==> src/rtl/lcd_pkg.sv <==
`timescale 1ns/1ps
`default_nettype none
// ============================================================================
//  Module : lcd_pkg
//  Brief  : Shared types and HD44780 command bytes for the LCD controller.
//  Rev    : 1.0  initial release
// ============================================================================
package lcd_pkg;

    typedef enum logic [1:0] {
        PWRUP   = 2'd0,
        INIT    = 2'd1,
        REFRESH = 2'd2
    } state_t;

    typedef enum logic [1:0] {
        SETUP = 2'd0,
        EN_HI = 2'd1,
        WAIT  = 2'd2
    } phase_t;

    localparam logic [7:0] FUNC_SET = 8'h38;
    localparam logic [7:0] DISP_ON  = 8'h0C;
    localparam logic [7:0] CLR      = 8'h01;
    localparam logic [7:0] ENTRY    = 8'h06;
    localparam logic [7:0] L1       = 8'h80;
    localparam logic [7:0] L2       = 8'hC0;

    // Refresh slot 0 = L1 cmd, 1..16 = line 1, 17 = L2 cmd, 18..33 = line 2
    localparam logic [5:0] REFRESH_L2_SLOT   = 6'd17;
    localparam logic [5:0] REFRESH_LAST_SLOT = 6'd33;

    function automatic int max2(input int a, input int b);
        return (a > b) ? a : b;
    endfunction

endpackage
`default_nettype wire

==> src/rtl/lcd_byte_xfer.sv <==
`timescale 1ns/1ps
`default_nettype none
// ============================================================================
//  Module : lcd_byte_xfer
//  Brief  : One HD44780 byte write: SETUP, EN_HI strobe, then post-byte WAIT.
//  Rev    : 1.0  initial release
// ============================================================================
module lcd_byte_xfer
    import lcd_pkg::*;
#(
    parameter int EN_HI_CYC    = 25,
    parameter int CMD_WAIT_CYC = 2_500,
    parameter int CLR_WAIT_CYC = 100_000,
    parameter int CNT_W        = 17
)(
    input  logic       clk,
    input  logic       rst,
    input  logic       i_start,
    input  logic       i_rs,
    input  logic [7:0] i_byte,
    output logic       o_busy,
    output logic       o_done,
    output logic       o_lcd_rs,
    output logic       o_lcd_en,
    output logic [7:0] o_lcd_data
);

    phase_t             r_phase, w_phase_nxt;
    logic               r_busy, w_busy_nxt;
    logic [CNT_W-1:0]   r_cnt, w_cnt_nxt;
    logic               r_rs;
    logic [7:0]         r_data;
    logic               r_clr;
    logic [CNT_W-1:0]   w_wait_last;
    logic               w_accept;
    logic               w_in_setup;

    assign w_wait_last = r_clr ? CNT_W'(CLR_WAIT_CYC - 1) : CNT_W'(CMD_WAIT_CYC - 1);
    assign o_done      = r_busy && (r_phase == WAIT) && (r_cnt == w_wait_last);
    assign w_accept    = i_start && (!r_busy || o_done);
    assign w_in_setup  = r_busy && (r_phase == SETUP);

    // The byte is taken live during SETUP so a same-cycle buffer write lands
    assign o_busy     = r_busy;
    assign o_lcd_en   = r_busy && (r_phase == EN_HI);
    assign o_lcd_rs   = w_in_setup ? i_rs   : r_rs;
    assign o_lcd_data = w_in_setup ? i_byte : r_data;

    always_comb begin
        w_phase_nxt = r_phase;
        w_busy_nxt  = r_busy;
        w_cnt_nxt   = r_cnt + CNT_W'(1);
        if (w_accept) begin
            w_busy_nxt  = 1'b1;
            w_phase_nxt = SETUP;
            w_cnt_nxt   = '0;
        end else if (r_busy) begin
            case (r_phase)
                SETUP: begin
                    w_phase_nxt = EN_HI;
                    w_cnt_nxt   = '0;
                end
                EN_HI: begin
                    if (r_cnt == CNT_W'(EN_HI_CYC - 1)) begin
                        w_phase_nxt = WAIT;
                        w_cnt_nxt   = '0;
                    end
                end
                WAIT: begin
                    if (o_done) begin
                        w_busy_nxt = 1'b0;
                        w_cnt_nxt  = '0;
                    end
                end
                default: begin
                    w_phase_nxt = SETUP;
                    w_busy_nxt  = 1'b0;
                    w_cnt_nxt   = '0;
                end
            endcase
        end else begin
            w_cnt_nxt = '0;
        end
    end

    always_ff @(posedge clk) begin
        if (rst) begin
            r_phase <= SETUP;
            r_busy  <= 1'b0;
            r_cnt   <= '0;
            r_rs    <= 1'b0;
            r_data  <= 8'h00;
            r_clr   <= 1'b0;
        end else begin
            r_phase <= w_phase_nxt;
            r_busy  <= w_busy_nxt;
            r_cnt   <= w_cnt_nxt;
            if (w_in_setup) begin
                r_rs   <= i_rs;
                r_data <= i_byte;
                r_clr  <= (i_byte == CLR);
            end
        end
    end

endmodule
`default_nettype wire

==> src/rtl/lcd_hd44780_ctrl.sv <==
`timescale 1ns/1ps
`default_nettype none
// ============================================================================
//  Module : lcd_hd44780_ctrl
//  Brief  : HD44780 16x2 init + continuous refresh from a 32-byte frame buffer.
//           Optional frame_done pulse enabled by LCD_FRAME_DONE_EN.
//  Rev    : 1.0  initial release
// ============================================================================
module lcd_hd44780_ctrl
    import lcd_pkg::*;
#(
    parameter int PWRUP_CYC    = 1_000_000,
    parameter int EN_HI_CYC    = 25,
    parameter int CMD_WAIT_CYC = 2_500,
    parameter int CLR_WAIT_CYC = 100_000
)(
    input  logic       CLOCK_50,
    input  logic       RESET,
    input  logic       wr_en,
    input  logic [4:0] wr_addr,
    input  logic [7:0] wr_data,
    output logic       ready,
    output logic       LCD_RS,
    output logic       LCD_RW,
    output logic       LCD_EN,
    output logic [7:0] LCD_DATA
`ifdef LCD_FRAME_DONE_EN
    ,
    output logic       frame_done
`endif
);

    localparam int CNT_MAX = max2(max2(PWRUP_CYC, EN_HI_CYC), max2(CMD_WAIT_CYC, CLR_WAIT_CYC));
    localparam int CNT_W   = $clog2(CNT_MAX + 1);

    state_t           r_state, w_state_nxt;
    logic [CNT_W-1:0] r_cnt;
    logic [1:0]       r_idx;
    logic [5:0]       r_pos;
    logic             r_ready;
    logic [7:0]       r_buf [0:31];

    logic             w_start, w_rs, w_busy, w_done;
    logic [7:0]       w_byte, w_char;
    logic [4:0]       w_rd_addr;

    assign w_rd_addr = (r_pos < REFRESH_L2_SLOT) ? 5'(r_pos - 6'd1) : 5'(r_pos - 6'd2);
    assign w_char    = (wr_en && !RESET && (wr_addr == w_rd_addr)) ? wr_data : r_buf[w_rd_addr];

    always_comb begin
        w_state_nxt = r_state;
        w_start     = 1'b0;
        case (r_state)
            PWRUP: begin
                if ((r_cnt == CNT_W'(PWRUP_CYC - 1)) && !w_busy) begin
                    w_start     = 1'b1;
                    w_state_nxt = INIT;
                end
            end
            INIT: begin
                if (w_done) begin
                    w_start = 1'b1;
                    if (r_idx == 2'd3) w_state_nxt = REFRESH;
                end
            end
            REFRESH: w_start = w_done;
            default: w_state_nxt = PWRUP;
        endcase
    end

    always_comb begin
        w_rs   = 1'b0;
        w_byte = 8'h00;
        if (r_state == INIT) begin
            case (r_idx)
                2'd0:    w_byte = FUNC_SET;
                2'd1:    w_byte = DISP_ON;
                2'd2:    w_byte = CLR;
                default: w_byte = ENTRY;
            endcase
        end else if (r_state == REFRESH) begin
            if (r_pos == 6'd0) begin
                w_byte = L1;
            end else if (r_pos == REFRESH_L2_SLOT) begin
                w_byte = L2;
            end else begin
                w_rs   = 1'b1;
                w_byte = w_char;
            end
        end
    end

    always_ff @(posedge CLOCK_50) begin
        if (RESET) begin
            r_state <= PWRUP;
            r_cnt   <= '0;
            r_idx   <= 2'd0;
            r_pos   <= 6'd0;
            r_ready <= 1'b0;
        end else begin
            r_state <= w_state_nxt;
            r_cnt   <= (r_state == PWRUP) ? r_cnt + CNT_W'(1) : '0;
            if ((r_state == INIT) && w_done) begin
                r_idx <= r_idx + 2'd1;
                if (r_idx == 2'd3) r_ready <= 1'b1;
            end
            if (r_state != REFRESH) begin
                r_pos <= 6'd0;
            end else if (w_done) begin
                r_pos <= (r_pos == REFRESH_LAST_SLOT) ? 6'd0 : r_pos + 6'd1;
            end
        end
    end

    always_ff @(posedge CLOCK_50) begin
        if (RESET) begin
            for (int i = 0; i < 32; i++) r_buf[i] <= 8'h20;
        end else if (wr_en) begin
            r_buf[wr_addr] <= wr_data;
        end
    end

    lcd_byte_xfer #(
        .EN_HI_CYC    (EN_HI_CYC),
        .CMD_WAIT_CYC (CMD_WAIT_CYC),
        .CLR_WAIT_CYC (CLR_WAIT_CYC),
        .CNT_W        (CNT_W)
    ) u_xfer (
        .clk        (CLOCK_50),
        .rst        (RESET),
        .i_start    (w_start),
        .i_rs       (w_rs),
        .i_byte     (w_byte),
        .o_busy     (w_busy),
        .o_done     (w_done),
        .o_lcd_rs   (LCD_RS),
        .o_lcd_en   (LCD_EN),
        .o_lcd_data (LCD_DATA)
    );

    assign ready  = r_ready;
    assign LCD_RW = 1'b0;

`ifdef LCD_FRAME_DONE_EN
    logic r_frame_done;

    always_ff @(posedge CLOCK_50) begin
        if (RESET) r_frame_done <= 1'b0;
        else       r_frame_done <= (r_state == REFRESH) && w_done && (r_pos == REFRESH_LAST_SLOT);
    end

    assign frame_done = r_frame_done;
`endif

endmodule
`default_nettype wire
==> config.mk <==
export PLATFORM = sky130hd
export DESIGN_NAME = lcd_hd44780_ctrl
export DESIGN_NICKNAME = d
export VERILOG_FILES = /design/src/rtl/lcd_pkg.sv /design/src/rtl/lcd_byte_xfer.sv /design/src/rtl/lcd_hd44780_ctrl.sv
export SDC_FILE = /design/constraint.sdc
export NUM_CORES = 1
export LEC_CHECK = 0
export CORE_MARGIN = 1
export CORE_UTILIZATION = 50
export DETAILED_ROUTE_END_ITERATION = 12
export GPL_TIMING_DRIVEN = 0
export PLACE_DENSITY = 0.69
export SETUP_SLACK_MARGIN = 0.1
export SYNTH_ARGS = -nofsm -noshare
export SYNTH_HDL_FRONTEND = slang
export SYNTH_HIERARCHICAL = 1
export SYNTH_SLANG_ARGS = --single-unit
==> constraint.sdc <==
create_clock -name CLOCK_50 -period 4.6 [get_ports CLOCK_50]
set_input_delay 0.92 -clock CLOCK_50 [delete_from_list [all_inputs] [get_ports CLOCK_50]]
set_output_delay 0.92 -clock CLOCK_50 [all_outputs]
set_load 0.02 [all_outputs]
==> metrics.txt <==
largest driver fanout on the critical path=5; final cycle utilization of the critical path=1.08; Worst Setup Start Kind=register; Post-route DRC=0; summed negative setup slack over all endpoints=-2.12 ns; antenna diode instance count=0; pwr/cell area=342 nW/um^2; Clock transition at path regs=0.06 ns; Final ANT Viol Nets=0; setup skew after layout=0.0166 ns; sequential fraction of the synthesis area=0.577; post-detailed-route via-to-cell ratio=5.88; IR drop worst, VDD=0.000257 V; register-to-register setup slack=0.64 ns; max-slew violation total from the final report=0; transition at the pin with the smallest max-transition slack=1.36 ns; worst setup path category=reg -> out; DRT Pass-1 Iters=5; Syn Nets=1,272; wire length of the first global-routing pass=61.1 mm; placeable core region=30,600 sq um; shortest period the worst path allows=4.95 ns; Crit path arrival time=4.03 ns; Worst EP required=3.68 ns; io pins=28; number of antenna violations at the first check in global routing=0; Netlist Area Pre-Place=15,500 sq um; r2r endpoint=u_xfer/r_clr$_SDFFE_PP0P_; timing startpoint of the critical path=r_pos[1]$_SDFFE_PP0P_; final global-route overflow total=0; worst slew margin relative to its limit=0.0832; number of buffers inserted during clock tree synthesis=36; DRT Wirelength=41.1 mm; run status=finished with violations; number of enable-type register cells in the synthesized netlist=256; buffer type at the clock tree root=clkbuf_16; register bit count reported by yosys=320; maximum level of the CTS H-tree=2; Detail Placement HPWL=27.9 mm; setup slack after layout=-0.347 ns; dominant synthesized flop cell=edfxtp_1; fmax=202 MHz; Yosys top cell by area=edfxtp_1; wire per inst=23.2 um; nets@finish=1,388; worst min path class=reg -> reg; clock latency reported for the late side of the worst-skew pair=0.53 ns; TritonCTS clock tree=yes; violations in the final reports=setup timing; Setup WS pre-CTS=-1.57 ns; Final GP Congestion=0.941; number of hold violations in the final report=0; leading cell types by count after synthesis=edfxtp_1, and2_1, nor2_1; leak pwr=6.29 nW; worst setup path end=LCD_DATA[6]; largest cells by area after synthesis=edfxtp_1, and2_1, mux4_2; maximum number of pins on one net before global-route repair=14; vias in the first global route=10,300; logic depth of the worst register-to-register path=19; number of placement rows=64; horizontal die dimension=178 um; area fraction of the dominant cell type after synthesis=0.494; Initial DRC Count=925; floorplan die height=178 um; Synthesis Warnings=6; CTS sink count=320; number of max-cap violations=0; input/output buffers=23; routed vias=10,400; synthesized instance count=1,233; setup repair after global routing missed its margin=true; FFs w/ async S/R, synth=0; startpoint of the worst register-to-register path=r_pos[1]$_SDFFE_PP0P_; starting density of the core=0.508; Overall Global Routing Usage=0.265; CP endpoint kind=output pin; total die area=31,800 sq um; fraction of final layout cells with drive strength greater than 1=0.192; most frequently used cell type in the post-synthesis netlist=edfxtp_1; Final Power=6.27 mW; clk buf depth=3; area delta synth->final=17.9%; Setup violations, final=8; average cell area after synthesis=12.6 sq um; count of unique library cells instantiated by Yosys=67
-- layout by cell type, fill, tap and decap left out, drive strengths merged, types with 8 or more instances in the layout --
cell type | netlist | routed
clkbuf | 63 | 104
nor2 | 91 | 91
dfxtp | 64 | 64
edfxtp | 256 | 256
nand2 | 55 | 55
and2 | 225 | 225
buf | 17 | 80
mux2i | 22 | 22
a21oi | 19 | 19
a22oi | 11 | 11
nand4 | 8 | 8
clkdlybuf4s50 | 0 | 15
nor3 | 30 | 30
inv | 23 | 23
xor2 | 22 | 22
clkinv | 1 | 23
nor2b | 12 | 12
or3 | 42 | 42
xnor2 | 28 | 28
mux4 | 62 | 62
mux2 | 10 | 10
ha | 23 | 23
o21ai | 45 | 45
nand3 | 37 | 37
-- how the worst min path moves through the flow --
| stage | cells past startpoint | from | to | slack [ns] |
|---|---|---|---|---|
| after floorplan | 1 | r_cnt[0]$_SDFF_PP0_ | r_cnt[0]$_SDFF_PP0_ | 0.42 |
| after global routing | 1 | r_cnt[0]$_SDFF_PP0_ | r_cnt[0]$_SDFF_PP0_ | 0.48 |
| after global placement | 1 | r_cnt[0]$_SDFF_PP0_ | r_cnt[0]$_SDFF_PP0_ | 0.43 |
| final | 1 | r_cnt[0]$_SDFF_PP0_ | r_cnt[0]$_SDFF_PP0_ | 0.45 |
| after detailed placement | 1 | r_cnt[0]$_SDFF_PP0_ | r_cnt[0]$_SDFF_PP0_ | 0.44 |
| after CTS | 1 | r_cnt[0]$_SDFF_PP0_ | r_cnt[0]$_SDFF_PP0_ | 0.45 |
-- through the flow --
stage	util	instance area, sq um	instances	hold slack (ns)
floorplan	-	15500	1233	0.418
global placement	0.532	16300	1652	0.430
detailed placement	0.533	16300	1655	0.440
CTS	0.591	18100	1754	0.451
global route	0.599	18300	1772	0.478
finish	0.599	18300	1772	0.445
-- what timing repair did --
action	4_1_cts	5_1_grt
pin swaps	22	19
hold buffers	0	0
cloned	2	1
resized for setup	146	31
setup buffers	32	17
setup endpoints to repair	17	8
-- metal layers --
metal / track usage / part of all wire
met5: 0 / 0
met4: 0.116 / 0.042
met3: 0.0639 / 0.087
met2: 0.422 / 0.47
met1: 0.345 / 0.40
-- flip-flops by register name (all words and copies together) (netlist names) --
name / flops
r_buf: 256
r_cnt: 20
r_idx: 2
r_pos: 6
r_state: 2
ready: 1
u_xfer/o_busy: 1
u_xfer/r_clr: 1
u_xfer/r_cnt: 20
u_xfer/r_data: 8
u_xfer/r_phase: 2
u_xfer/r_rs: 1
-- final cells by class --
type                       count  area (sq um)
inverter                      24           103
tap                          396           495
multi-input combinational    808          6360
clock buffer                  41           920
clock inverter                24           173
timing repair buffer          80           815
buffer                        79           494
fill                        2401         12300
sequential                   320          8970
-- logic make-up after synthesis --
family | share of synthesized area
simple gates | 0.189
flops | 0.577
compound gates | 0.0452
buf+inv | 0.0293
mux | 0.112
xor+xnor | 0.0287
fa+ha+maj | 0.0185
other cells | 0.000241
-- power by group --
group	total [mW]	switching [mW]	internal, mW
combinational	0.277	0.192	0.0852
sequential	3.28	0.0357	3.25
clock	2.71	1.16	1.55
total	6.27	1.38	4.88
-- worst max-delay path, stage by stage (launching register included) --
cell	delay, ns
dfxtp_4	0.37
inv_8	0.06
ha_4	0.13
or3b_4	0.38
a21oi_4	0.22
xnor2_4	0.24
buf_6	0.16
buf_6	0.12
mux4_2	0.56
mux2i_1	0.18
o21ai_1	0.10
a221o_1	0.36
a21o_1	0.20
mux2_4	0.29
buf_6	0.13
Note: power is estimated with default switching activity, not from simulation.
